File: src/rtl/usb_rx_pkg.sv
// Shared types and constants for the USB receive path.
package usb_rx_pkg;

   // Bit-unstuffer control states.
   typedef enum logic [1:0] {
      IDLE  = 2'd0,
      RECV  = 2'd1,
      ERROR = 2'd2
   } unstuff_state_t;

   // Number of consecutive 1s after which the transmitter inserts a 0.
   localparam int STUFF_LEN_DEFAULT = 6;

endpackage : usb_rx_pkg

File: src/rtl/bit_unstuffer_fsm.sv
// Control FSM for the bit unstuffer: decides per incoming bit whether it is
// passed, dropped as a stuffed 0, or flagged as a stuffing violation, and how
// the ones counter moves.
module bit_unstuffer_fsm
   import usb_rx_pkg::*;
(
   input  logic clock,
   input  logic reset_n,
   input  logic nrzi_sending,
   input  logic in_bit,
   input  logic count_full,
   output logic pass_bit,
   output logic cnt_clr,
   output logic cnt_inc,
   output logic stuff_err,
   output logic sending
);

   unstuff_state_t state, state_nxt;

   // State register.
   always_ff @(posedge clock or negedge reset_n) begin
      if (!reset_n) begin
         state <= IDLE;
      end else begin
         state <= state_nxt;
      end
   end

   // Next-state and per-bit decode. cnt_clr with cnt_inc loads 1 (first bit of
   // a packet), cnt_clr alone loads 0, cnt_inc alone increments.
   always_comb begin
      state_nxt = state;
      pass_bit  = 1'b0;
      cnt_clr   = 1'b0;
      cnt_inc   = 1'b0;
      stuff_err = 1'b0;
      sending   = 1'b0;
      unique case (state)
         IDLE: begin
            cnt_clr = 1'b1;
            if (nrzi_sending) begin
               pass_bit  = 1'b1;
               cnt_inc   = in_bit;
               sending   = 1'b1;
               state_nxt = RECV;
            end
         end
         RECV: begin
            if (!nrzi_sending) begin
               cnt_clr   = 1'b1;
               state_nxt = IDLE;
            end else if (!count_full) begin
               pass_bit = 1'b1;
               sending  = 1'b1;
               cnt_inc  = in_bit;
               cnt_clr  = ~in_bit;
            end else if (!in_bit) begin
               // Stuffed 0: swallow it and restart the run.
               sending = 1'b1;
               cnt_clr = 1'b1;
            end else begin
               // A 1 where a stuffed 0 was required.
               sending   = 1'b1;
               cnt_clr   = 1'b1;
               stuff_err = 1'b1;
               state_nxt = ERROR;
            end
         end
         ERROR: begin
            cnt_clr = 1'b1;
            if (nrzi_sending) begin
               sending = 1'b1;
            end else begin
               state_nxt = IDLE;
            end
         end
         default: begin
            cnt_clr   = 1'b1;
            state_nxt = IDLE;
         end
      endcase
   end

endmodule : bit_unstuffer_fsm

File: src/rtl/bit_unstuffer.sv
// USB receive bit unstuffer: removes the stuffed 0 after each run of
// STUFF_LEN ones and reports stuffing violations. All outputs registered,
// one cycle of latency from in_bit to out_bit.
module bit_unstuffer
   import usb_rx_pkg::*;
#(
   parameter int STUFF_LEN = STUFF_LEN_DEFAULT
) (
   input  logic clock,
   input  logic reset_n,
   input  logic in_bit,
   input  logic nrzi_sending,
   output logic out_bit,
   output logic out_valid,
   output logic unstuff_sending,
   output logic stuff_error
);

   localparam int CNT_W = $clog2(STUFF_LEN + 1);

   logic [CNT_W-1:0] ones_cnt;
   logic             count_full;
   logic             pass_bit;
   logic             cnt_clr;
   logic             cnt_inc;
   logic             stuff_err;
   logic             sending;

   assign count_full = (ones_cnt == CNT_W'(STUFF_LEN));

   bit_unstuffer_fsm u_fsm (
      .clock        (clock),
      .reset_n      (reset_n),
      .nrzi_sending (nrzi_sending),
      .in_bit       (in_bit),
      .count_full   (count_full),
      .pass_bit     (pass_bit),
      .cnt_clr      (cnt_clr),
      .cnt_inc      (cnt_inc),
      .stuff_err    (stuff_err),
      .sending      (sending)
   );

   // Consecutive-ones counter; never exceeds STUFF_LEN since a full count
   // always clears on the next bit.
   always_ff @(posedge clock or negedge reset_n) begin
      if (!reset_n) begin
         ones_cnt <= '0;
      end else if (cnt_clr) begin
         ones_cnt <= cnt_inc ? CNT_W'(1) : '0;
      end else if (cnt_inc) begin
         ones_cnt <= ones_cnt + CNT_W'(1);
      end
   end

   // Output registers; out_bit only updates on passed bits and holds otherwise.
   always_ff @(posedge clock or negedge reset_n) begin
      if (!reset_n) begin
         out_bit         <= 1'b0;
         out_valid       <= 1'b0;
         unstuff_sending <= 1'b0;
         stuff_error     <= 1'b0;
      end else begin
         if (pass_bit) begin
            out_bit <= in_bit;
         end
         out_valid       <= pass_bit;
         unstuff_sending <= sending;
         stuff_error     <= stuff_err;
      end
   end

endmodule : bit_unstuffer

File: config.mk
export PLATFORM = sky130hd
export DESIGN_NAME = bit_unstuffer
export DESIGN_NICKNAME = d
export VERILOG_FILES = /design/src/rtl/usb_rx_pkg.sv /design/src/rtl/bit_unstuffer_fsm.sv /design/src/rtl/bit_unstuffer.sv
export SDC_FILE = /design/constraint.sdc
export NUM_CORES = 1
export LEC_CHECK = 0
export BUFFER_PORTS_ARGS = -buffer_cell sky130_fd_sc_hd__buf_4
export CAP_MARGIN = 10
export CORE_AREA = 2 2 39 41
export CTS_BUF_LIST = sky130_fd_sc_hd__clkbuf_8
export DETAILED_ROUTE_END_ITERATION = 16
export DIE_AREA = 0 0 41 43
export PLACE_DENSITY = 0.55
export SYNTH_ARGS = -nofsm -noshare
export SYNTH_HDL_FRONTEND = slang
export SYNTH_SLANG_ARGS = --single-unit
File: constraint.sdc
create_clock -name clock -period 1.82 [get_ports clock]
set_input_delay 0.273 -clock clock [delete_from_list [all_inputs] [get_ports clock]]
set_output_delay 0.273 -clock clock [all_outputs]
set_load 0.05 [all_outputs]
==> summary.md, run 1 <==
| Metric | Value |
|---|---|
| Port-buffer cells | `7` |
| Clk buf depth | `2` |
| CP required | `1.93 ns` |
| H-tree Lvls | `1` |
| Pre-CTS setup slack | `0.615 ns` |
| Synth top area share | `0.584` |
| Max IR drop VDD | `0.000523 V` |
| Outcome | `complete, no violations` |
| Fin nets | `51` |
| Fillers | `137` |
| Setup CP Type | `flip-flop to flip-flop` |
| Number of buffers created by CTS | `3` |
| Starting density of the core | `0.278` |
| CP startpoint | `ones_cnt[0]` |
| R2r setup slk | `0.61 ns` |
| Critical Path AT | `1.32 ns` |
| Worst Hold Class | `primary input to flip-flop` |
| Core area | `0.00138 mm²` |
| Worst R2R End | `out_bit` |
| Area Overhead vs Synth | `33.1%` |
| Post-synth top cells | `dfrtp_1, nor2_1, a21oi_1, ha_1, inv_1` |
| Distinct cells, synth | `16` |
| First-pass detailed-route iteration total | `1` |
| R2R cell count | `5` |
| Register area | `225 µm²` |
| Async SR Flop Fraction | `1.00` |
| Largest fanout on the critical path | `5` |
| Vias in the first global route | `268` |
| Die Y | `43 µm` |
| Sink Count | `9` |
| Cell taking the most area after synthesis | `dfrtp_1` |
| FF-to-FF Start | `ones_cnt[0]` |
| Seq/Total Area, Yosys | `0.584` |
| Synth Flop Type | `dfrtp_1` |
| RSZ-0062 raised after global routing | `no` |
| Mapped Cells | `32` |
| Pwr dens | `932 mW/mm²` |
| CP endpoint | `out_bit` |
| Syn nets | `38` |
| Largest net degree at the start of global routing | `10` |
| Setup TNS | `0 ns` |
| Endpoints failing setup | `0` |
| Post_cts resized | `0` |
| Final WS setup | `0.613 ns` |
| Comb power frac | `0.104` |
| Clock power frac | `0.453` |
| All-Layer GR Usage | `0.0953` |
| Worst Setup End Kind | `flip-flop` |
| Most frequent cell after synthesis | `dfrtp_1` |
| Post-synth EDFFs | `0` |
| Final critical-path share of the clock period | `0.663` |
| Pint | `0.372 mW` |
| Clk_skew | `0.00385 ns` |
| GR Overflow Total | `0` |
| Share of layout cells above drive strength 1 | `0.318` |
| Core Util, Final | `0.371` |
| Sequential power share | `0.443` |
| Routed via count | `270` |
| Post-route DRC | `0` |
| Final GP Congestion | `0.737` |
| Max Cap Violations | `0` |
| Mapped cell area | `385 µm²` |
| Ys Warns | `0` |
| Clk pin slew, worst setup/hold paths | `0.04 ns` |
| Root Buffer | `clkbuf_8` |
| Final period demand of the worst path | `1.21 ns` |
| Leakage dissipation | `0.256 nW` |
| Flops & latches, synth | `9` |
| Die Wd | `41 µm` |
| Antenna-violating nets left | `0` |
| Routed vias/inst | `4.50` |
| F_max | `829 MHz` |
| Detailed Route Iter0 Violations | `0` |
| Area occupied by multi-input gates | `153 µm²` |
| Routed length per instance | `9.25 µm` |
| Final Hold Violating Endpoints | `0` |
| Initial antenna violation count | `0` |
| First-pass GRT wire length | `1070 µm` |
| Die area | `0.00176 mm²` |
| Relative slew slack | `0.879` |
| Overall power | `0.478 mW` |
| Std-Cell Rows | `14` |
| Routed WL | `555 µm` |
| Slew @ Worst Pin | `0.182 ns` |
| Post-Syn Area per Cell | `12.0 µm²` |
| Latest clock arrival within the worst-skew pair | `0.23 ns` |
| CTS tree | `done` |
| Net Sw Power | `0.106 mW` |
| Max-slew violations | `0` |
| IO Pins | `8` |
| Top post-synthesis cells by area | `dfrtp_1, ha_1, nor2_1, nand3b_4, a211oi_2` |
| Nature of the critical path startpoint | `flip-flop` |
| Antenna Cells | `0` |
| Sw frac | `0.221` |
==> repair_timing <==
item	in CTS	in global routing
hold buffers	1	0
setup endpoints to repair	0	0
buffers inserted	0	0
endpoints found under the hold margin	9	0
==> layout by cell type, fill, tap and decap left out <==
cell / Yosys / layout
or2_4: 1 / 1
nand2b_1: 1 / 1
nor2_1: 6 / 6
mux2i_1: 1 / 1
clkbuf_8: 0 / 3
nand3b_4: 1 / 1
inv_1: 2 / 3
a21oi_1: 2 / 2
a31o_2: 1 / 1
o21ai_1: 1 / 1
nand3_1: 1 / 1
o21ai_0: 1 / 1
ha_1: 2 / 2
a211oi_2: 1 / 1
dfrtp_1: 9 / 9
a21boi_0: 1 / 1
and3_1: 1 / 1
buf_4: 0 / 7
dlygate4sd3_1: 0 / 1
==> how the worst min path moves through the flow <==
stage,endpoint,start,slack [ns],cells past startpoint
after global routing,u_fsm.state[0],in_bit,0.23,2
after detailed placement,out_valid,reset_n,0.10,1
after global placement,stuff_error,reset_n,0.10,1
after CTS,u_fsm.state[0],in_bit,0.24,2
after floorplan,ones_cnt[0],reset_n,-0.02,0
final,u_fsm.state[0],in_bit,0.24,2
==> metrics by stage <==
stage                     area [µm²]  hold slack, ns  cells
after global placement           458           0.102     55
final                            513           0.240     60
after CTS                        513           0.238     60
after floorplan                  385         -0.0226     32
after detailed placement         458           0.101     55
after global routing             513           0.235     60
==> area by class of cell <==
type,instances,area share
flip-flops and latches,9,0.439
multi-input cells,21,0.298
well taps,16,0.0390
repair buffers,8,0.122
clock inverters,1,0.00732
inverters,2,0.0146
clock buffers,3,0.0805
==> kinds of logic (layout without fill, tap and decap cells) <==
family / Yosys count / in the layout / share of synthesized area
simple gates: 11 / 11 / 0.179
flops: 9 / 9 / 0.584
compound gates: 7 / 7 / 0.127
fa+ha+maj: 2 / 2 / 0.0649
buf+inv: 2 / 14 / 0.0195
mux: 1 / 1 / 0.0260
==> power by group through the flow <==
stage / Combinational (mW) / Sequential [mW] / Clock (mW)
floorplan: 0.0129 / 0.230 / 0
global placement: 0.0486 / 0.215 / 0
detailed placement: 0.0486 / 0.215 / 0
CTS: 0.0503 / 0.212 / 0.222
global route: 0.0550 / 0.213 / 0.235
finish: 0.0497 / 0.212 / 0.217
==> worst max-delay path, stage by stage, from the launching register on <==
cell and delay [ns]:
dfrtp_1 0.36, inv_1 0.05, ha_1 0.25, and3_1 0.22, o21ai_1 0.12, o21ai_0 0.08
==> per-layer routing <==
layer  routed length [µm]  up-vias  GRT usage
li1                     -      131          -
met1                  252      129      0.120
met2                  249        8      0.116
met3                   41        2     0.0785
met4                   11        0     0.0400
met5                    0        -          0
==> state kept, by name, indices dropped and copies added, names as in the netlist <==
register and cells:
ones_cnt 3, u_fsm.state 2, unstuff_sending 1, out_bit 1
out_valid 1, stuff_error 1
No activity file was read; power rests on OpenSTA's default activity.
==> run 2, diff against run 1 <==
--- a/config.mk
+++ b/config.mk
@@ -11,7 +11,7 @@
 export CTS_BUF_LIST = sky130_fd_sc_hd__clkbuf_8
 export DETAILED_ROUTE_END_ITERATION = 16
 export DIE_AREA = 0 0 41 43
-export PLACE_DENSITY = 0.55
+export PLACE_DENSITY = 0.56
 export SYNTH_ARGS = -nofsm -noshare
 export SYNTH_HDL_FRONTEND = slang
 export SYNTH_SLANG_ARGS = --single-unit
==> constraint.sdc (replaced) <==
create_clock -name clock -period 1 [get_ports clock]
set_input_delay 0.15 -clock clock [delete_from_list [all_inputs] [get_ports clock]]
set_output_delay 0.15 -clock clock [all_outputs]
set_load 0.05 [all_outputs]
==> run 2 against run 1 <==
Against the previous run: the flow now finishes with violations (negative setup slack); die area did not move; register-to-register slack got worse by 0.65 ns; sequential cell count did not move; utilization rose by 5.7 points; largest cell class unchanged; global-route usage rose by 2.1 points; cell count rose by 10%; clock power rose by 100%.
==> summary.md, run 2 (same netlist as run 1, synthesis figures left out) <==
| Metric | Value |
|---|---|
| Fin nets | `57 (was 51)` |
| Core area | `0.00138 mm² (unchanged)` |
| Final critical-path share of the clock period | `1.03 (was 0.663)` |
| Worst Setup End Kind | `flip-flop (unchanged)` |
| Slew @ Worst Pin | `0.194 ns (was 0.182 ns)` |
| Antenna-violating nets left | `0 (unchanged)` |
| Routed via count | `297 (was 270)` |
| Nature of the critical path startpoint | `flip-flop (unchanged)` |
| Antenna Cells | `0 (unchanged)` |
| Die Y | `43 µm (unchanged)` |
| # Post-CTS Setup Buffers | `0 (unchanged)` |
| Detailed Route Iter0 Violations | `4 (was 0)` |
| Max-slew violations | `0 (unchanged)` |
| Commonest non-fill, non-tap cell in the layout | `buf_4 (was dfrtp_1)` |
| Final GP Congestion | `0.760 (was 0.737)` |
| Worst Hold Class | `primary input to flip-flop (unchanged)` |
| Max reg flops | `3 (unchanged)` |
| Final WS setup | `-0.0324 ns (was 0.613 ns)` |
| Commonest cells after routing, fill and taps aside | `buf_4, dfrtp_1, nor2_1 (was dfrtp_1, buf_4, nor2_1)` |
| Clk_skew | `0.00257 ns (was 0.00385 ns)` |
| Relative slew slack | `0.870 (was 0.879)` |
| Routed length per instance | `11.0 µm (was 9.25 µm)` |
| CTS tree | `done (unchanged)` |
| Port-buffer cells | `7 (unchanged)` |
| Max Cap Violations | `0 (unchanged)` |
| Area Overhead vs Synth | `53.6% (was 33.1%)` |
| Max IR drop VDD | `0.000902 V (was 0.000523 V)` |
| First-pass detailed-route iteration total | `2 (was 1)` |
| Largest net degree at the start of global routing | `10 (unchanged)` |
| H-tree Lvls | `1 (unchanged)` |
| Starting density of the core | `0.278 (unchanged)` |
| Reg with most FFs | `ones_cnt (unchanged)` |
| Clk buf depth | `2 (unchanged)` |
| All-Layer GR Usage | `0.116 (was 0.0953)` |
| Outcome | `finished with violations (was complete, no violations)` |
| RSZ-0062 raised after global routing | `yes (was no)` |
| Largest fanout on the critical path | `5 (unchanged)` |
| Hold slack | `0.102 ns (was 0.240 ns)` |
| Die Wd | `41 µm (unchanged)` |
| Leakage dissipation | `0.281 nW (was 0.256 nW)` |
| Clk pin slew, worst setup/hold paths | `0.05 ns (was 0.04 ns)` |
| CP required | `1.13 ns (was 1.93 ns)` |
| F_max | `969 MHz (was 829 MHz)` |
| First-pass GRT wire length | `1210 µm (was 1070 µm)` |
| Failing checks | `negative setup slack` |
| Biggest regs | `ones_cnt x3, u_fsm.state x2 (unchanged)` |
| Std-Cell Rows | `14 (unchanged)` |
| Endpoints failing setup | `4 (was 0)` |
| Setup CP Type | `flip-flop to flip-flop (unchanged)` |
| Routed vias/inst | `4.50 (unchanged)` |
| Final period demand of the worst path | `1.03 ns (was 1.21 ns)` |
| Critical Path AT | `1.16 ns (was 1.32 ns)` |
| Final Hold Violating Endpoints | `0 (unchanged)` |
| Pwr dens | `1580 mW/mm² (was 932 mW/mm²)` |
| Post-route DRC | `0 (unchanged)` |
| Routed WL | `726 µm (was 555 µm)` |
| Vias in the first global route | `283 (was 268)` |
| Share of layout cells above drive strength 1 | `0.540 (was 0.318)` |
| Pre-CTS setup slack | `-0.0295 ns (was 0.615 ns)` |
| Die area | `0.00176 mm² (unchanged)` |
| GR Overflow Total | `0 (unchanged)` |
| Fillers | `137 (unchanged)` |
| Initial antenna violation count | `0 (unchanged)` |
| Sink Count | `9 (unchanged)` |
| Number of buffers created by CTS | `3 (unchanged)` |
| IO Pins | `8 (unchanged)` |
| Latest clock arrival within the worst-skew pair | `0.24 ns (was 0.23 ns)` |
| Root Buffer | `clkbuf_8 (unchanged)` |
==> run 2: cell count changes in the layout (fill, tap and decap cells not counted), moves of 2 or more <==
cell,change
ha_1,-2
nor2_1,-2
buf_4,+6
nor2_2,+2
==> run 2: where the power goes <==
group | internal (mW) | total (mW) | switching (mW) | leakage [nW]
clock network | 0.273 | 0.434 | 0.161 | 0.0255
registers | 0.378 | 0.385 | 0.00696 | 0.116
logic | 0.0485 | 0.114 | 0.0653 | 0.140
==> run 2: final cells by class <==
| cell class | count | area (µm²) | area share |
|---|---|---|---|
| inverter | 2 | 7.51 | 0.0127 |
| clock buffer | 3 | 41.3 | 0.0698 |
| timing repair buffer | 14 | 108 | 0.182 |
| multi-input combinational | 21 | 185 | 0.313 |
| sequential | 9 | 225 | 0.381 |
| tap | 16 | 20.0 | 0.0338 |
| clock inverter | 1 | 5.00 | 0.00846 |
==> run 2: final timing paths <==
path,start,end,slack [ns],depth (start not counted)
worst max-delay path,ones_cnt[1],u_fsm.state[1],-0.03,4
worst min-delay path,in_bit,u_fsm.state[0],0.10,2
worst max register to register,ones_cnt[1],u_fsm.state[1],-0.03,4
worst min register to register,out_bit,out_bit,0.50,2
max in group asynchronous,reset_n,ones_cnt[0],0.59,2
min in group asynchronous,reset_n,out_valid,0.27,2
==> run 2: routing by layer <==
metal	GRT usage	up-vias	share of wire
met2	0.128	7	0.44
met4	0.120	0	0.043
li1	-	144	-
met3	0.0628	4	0.044
met1	0.144	142	0.47
met5	0	-	0
==> run 2: worst max-delay path, cell delays in order, from the launching register on <==
cell and delay (ns):
dfrtp_1 0.40, ha_4 0.18, nand3_1 0.09, nor2_2 0.05, a31o_2 0.20
==> run 2: stage by stage <==
step	setup TNS [ns]	total power, mW	util	instance area (µm²)	std cells
2_1_floorplan	-0.0630	0.443	-	393	32
3_3_place_gp	-0.0781	0.495	0.369	510	61
4_1_cts	-0.120	0.938	0.411	569	66
5_1_grt	-0.313	0.984	0.428	592	66
3_5_place_dp	-0.0740	0.496	0.369	510	61
6_report	-0.0833	0.933	0.428	592	66
==> run 2: timing repair <==
action / 4_1_cts / 5_1_grt
pin swaps: 3 / 0
endpoints found under the hold margin: 9 / 0
hold buffers: 1 / 0
gates resized for setup: 1 / 4
endpoints found under the setup margin: 5 / 7
==> run 3, diff against run 2 <==
--- a/config.mk
+++ b/config.mk
@@ -12,6 +12,7 @@
 export DETAILED_ROUTE_END_ITERATION = 16
 export DIE_AREA = 0 0 41 43
 export PLACE_DENSITY = 0.56
+export REMOVE_ABC_BUFFERS = 1
 export SYNTH_ARGS = -nofsm -noshare
 export SYNTH_HDL_FRONTEND = slang
 export SYNTH_SLANG_ARGS = --single-unit
==> run 3 against run 2 <==
Against the previous run: the flow still finishes with violations (negative setup slack); sequential cell count did not move; via count fell by 3.0%; fmax fell by 1.3%; non-clock buffer count rose by 1; worst setup slack got worse by 0.013 ns; clock skew fell by 0.0017 ns; sequential power barely moved; total power fell by 2.2%; die area did not move; utilization rose by 0.54 points; first-iteration DRC count fell by 50%; global-route usage fell by 1.0 points; largest power group unchanged.
==> summary.md, run 3 (same netlist as run 1, synthesis figures left out) <==
| Metric | Value |
|---|---|
| Relative slew slack | `0.894 (was 0.870)` |
| First-pass GRT wire length | `1120 µm (was 1210 µm)` |
| Biggest regs | `ones_cnt x3, u_fsm.state x2 (unchanged)` |
| Std-Cell Rows | `14 (unchanged)` |
| Detailed Route Iter0 Violations | `2 (was 4)` |
| Post-route DRC | `0 (unchanged)` |
| Final Hold Violating Endpoints | `0 (unchanged)` |
| R2R cell count | `4 (unchanged)` |
| Cells after DPL | `62 (was 61)` |
| Pwr dens | `1520 mW/mm² (was 1580 mW/mm²)` |
| RSZ-0062 raised after global routing | `yes (unchanged)` |
| Commonest cells after routing, fill and taps aside | `buf_4, dfrtp_1, nor2_1 (unchanged)` |
| Core area | `0.00138 mm² (unchanged)` |
| Outcome | `finished with violations (unchanged)` |
| Worst Hold Class | `primary input to flip-flop (unchanged)` |
| Clk_skew | `0.000841 ns (was 0.00257 ns)` |
| All-Layer GR Usage | `0.106 (was 0.116)` |
| Routed WL | `696 µm (was 726 µm)` |
| Slowest cell on crit path | `dfrtp_1 (unchanged)` |
| Critical Path AT | `1.17 ns (was 1.16 ns)` |
| WHS Path Cells | `2 (unchanged)` |
| Overall power | `0.912 mW (was 0.933 mW)` |
| Area Overhead vs Synth | `55.5% (was 53.6%)` |
| Final WS setup | `-0.0456 ns (was -0.0324 ns)` |
| Clk buf depth | `2 (unchanged)` |
| GR Overflow Total | `0 (unchanged)` |
| Fin nets | `58 (was 57)` |
| Hold endpoint | `u_fsm.state[0] (unchanged)` |
| Nature of the critical path startpoint | `flip-flop (unchanged)` |
| R2r setup slk | `-0.05 ns (was -0.03 ns)` |
| Worst Setup End Kind | `flip-flop (unchanged)` |
| F_max | `956 MHz (was 969 MHz)` |
| Share of layout cells above drive strength 1 | `0.549 (was 0.540)` |
| Worst-path cell chain | `ha_4 > and3_4 > o21ai_2 > o21ai_1 (was ha_4 > nand3_1 > nor2_2 > a31o_2)` |
| Antenna-violating nets left | `0 (unchanged)` |
| Commonest non-fill, non-tap cell in the layout | `buf_4 (unchanged)` |
| Sink Count | `9 (unchanged)` |
| Leakage dissipation | `0.293 nW (was 0.281 nW)` |
| Vias in the first global route | `292 (was 283)` |
| CP required | `1.12 ns (was 1.13 ns)` |
| Reg with most FFs | `ones_cnt (unchanged)` |
| Max Cap Violations | `0 (unchanged)` |
| Pre-CTS setup slack | `-0.118 ns (was -0.0295 ns)` |
| Endpoints failing setup | `4 (unchanged)` |
| Max IR drop VDD | `0.000820 V (was 0.000902 V)` |
| CTS tree | `done (unchanged)` |
| Final period demand of the worst path | `1.05 ns (was 1.03 ns)` |
| Latest clock arrival within the worst-skew pair | `0.23 ns (was 0.24 ns)` |
| Register area | `225 µm² (unchanged)` |
| Routed vias/inst | `4.30 (was 4.50)` |
| FF-to-FF Start | `ones_cnt[1] (unchanged)` |
| WP buf/inv | `0 (unchanged)` |
| Starting density of the core | `0.278 (unchanged)` |
| Worst hold path startpoint | `in_bit (unchanged)` |
| # Post-CTS Setup Buffers | `0 (unchanged)` |
| Final GP Congestion | `0.678 (was 0.760)` |
| Kind of cell adding the most delay to the critical path | `flip-flops (unchanged)` |
| Final HPWL DP | `519 µm` |
| Number of buffers created by CTS | `3 (unchanged)` |
| Die Y | `43 µm (unchanged)` |
| Routed via count | `288 (was 297)` |
| Fillers | `141 (was 137)` |
| Max reg flops | `3 (unchanged)` |
| Largest net degree at the start of global routing | `10 (unchanged)` |
| Final critical-path share of the clock period | `1.05 (was 1.03)` |
| Root Buffer | `clkbuf_8 (unchanged)` |
| Routed length per instance | `10.4 µm (was 11.0 µm)` |
| IO Pins | `8 (unchanged)` |
| First-pass detailed-route iteration total | `2 (unchanged)` |
| Largest stage delay on the critical path | `0.41 ns (was 0.40 ns)` |
| Antenna Cells | `0 (unchanged)` |
| Worst R2R End | `out_bit (was u_fsm.state[1])` |
| H-tree Lvls | `1 (unchanged)` |
| Clk pin slew, worst setup/hold paths | `0.04 ns (was 0.05 ns)` |
| Largest fanout on the critical path | `4 (was 5)` |
| Die Wd | `41 µm (unchanged)` |
| Max-slew violations | `0 (unchanged)` |
| Cell Count, Final, Fillers Out | `67 (was 66)` |
| Setup CP Type | `flip-flop to flip-flop (unchanged)` |
| Die area | `0.00176 mm² (unchanged)` |
| Port-buffer cells | `7 (unchanged)` |
| Slew @ Worst Pin | `0.158 ns (was 0.194 ns)` |
| Area occupied by multi-input gates | `183 µm² (was 185 µm²)` |
| Initial antenna violation count | `0 (unchanged)` |
| Failing checks | `negative setup slack (unchanged)` |
==> run 3: worst max path at each step <==
stage,from,to,cells after the start
after floorplan,ones_cnt[0],out_bit,5
after global placement,ones_cnt[0],out_bit,5
after detailed placement,ones_cnt[0],out_bit,5
after CTS,ones_cnt[0],out_bit,5
after global routing,ones_cnt[0],ones_cnt[2],5
final,ones_cnt[1],out_bit,4
==> run 3: worst register-to-register path, stage by stage (launching register included) <==
cell	delay, ns
dfrtp_1	0.41
ha_4	0.18
and3_4	0.18
o21ai_2	0.10
o21ai_1	0.07
==> run 3: stage by stage <==
| step | hold WS [ns] | TNS [ns] | utilization | cell area, µm² |
|---|---|---|---|---|
| CTS | 0.107 | -0.230 | 0.420 | 582 |
| global route | 0.0997 | -0.429 | 0.433 | 599 |
| detailed placement | -0.0190 | -0.348 | 0.369 | 510 |
| finish | 0.108 | -0.130 | 0.433 | 599 |
| floorplan | -0.146 | -0.286 | - | 385 |
| global placement | -0.0190 | -0.306 | 0.369 | 510 |
==> run 3: what timing repair did <==
item,4_1_cts,5_1_grt
pin swaps,2,2
setup endpoints to repair,7,8
hold endpoints to repair,9,0
hold buffers,1,0
gates resized for setup,6,4
==> run 3: final cells by class <==
| type | count | area share |
|---|---|---|
| timing repair buffer | 15 | 0.198 |
| multi-input combinational | 21 | 0.305 |
| sequential | 9 | 0.376 |
| inverter | 2 | 0.0125 |
| clock inverter | 1 | 0.00626 |
| tap | 16 | 0.0334 |
| clock buffer | 3 | 0.0689 |
==> run 3: power breakdown <==
group | total (mW) | internal, mW | switching (mW) | leakage (nW)
sequential | 0.387 | 0.379 | 0.00862 | 0.116
combinational | 0.109 | 0.0456 | 0.0631 | 0.150
clock | 0.416 | 0.268 | 0.149 | 0.0269
==> run 3: layer usage <==
layer / part of all wire / vias to the layer above / track usage
li1: - / 147 / -
met1: 0.44 / 132 / 0.117
met2: 0.47 / 7 / 0.141
met3: 0.065 / 2 / 0.0942
met4: 0.023 / 0 / 0.0400
met5: 0 / - / 0
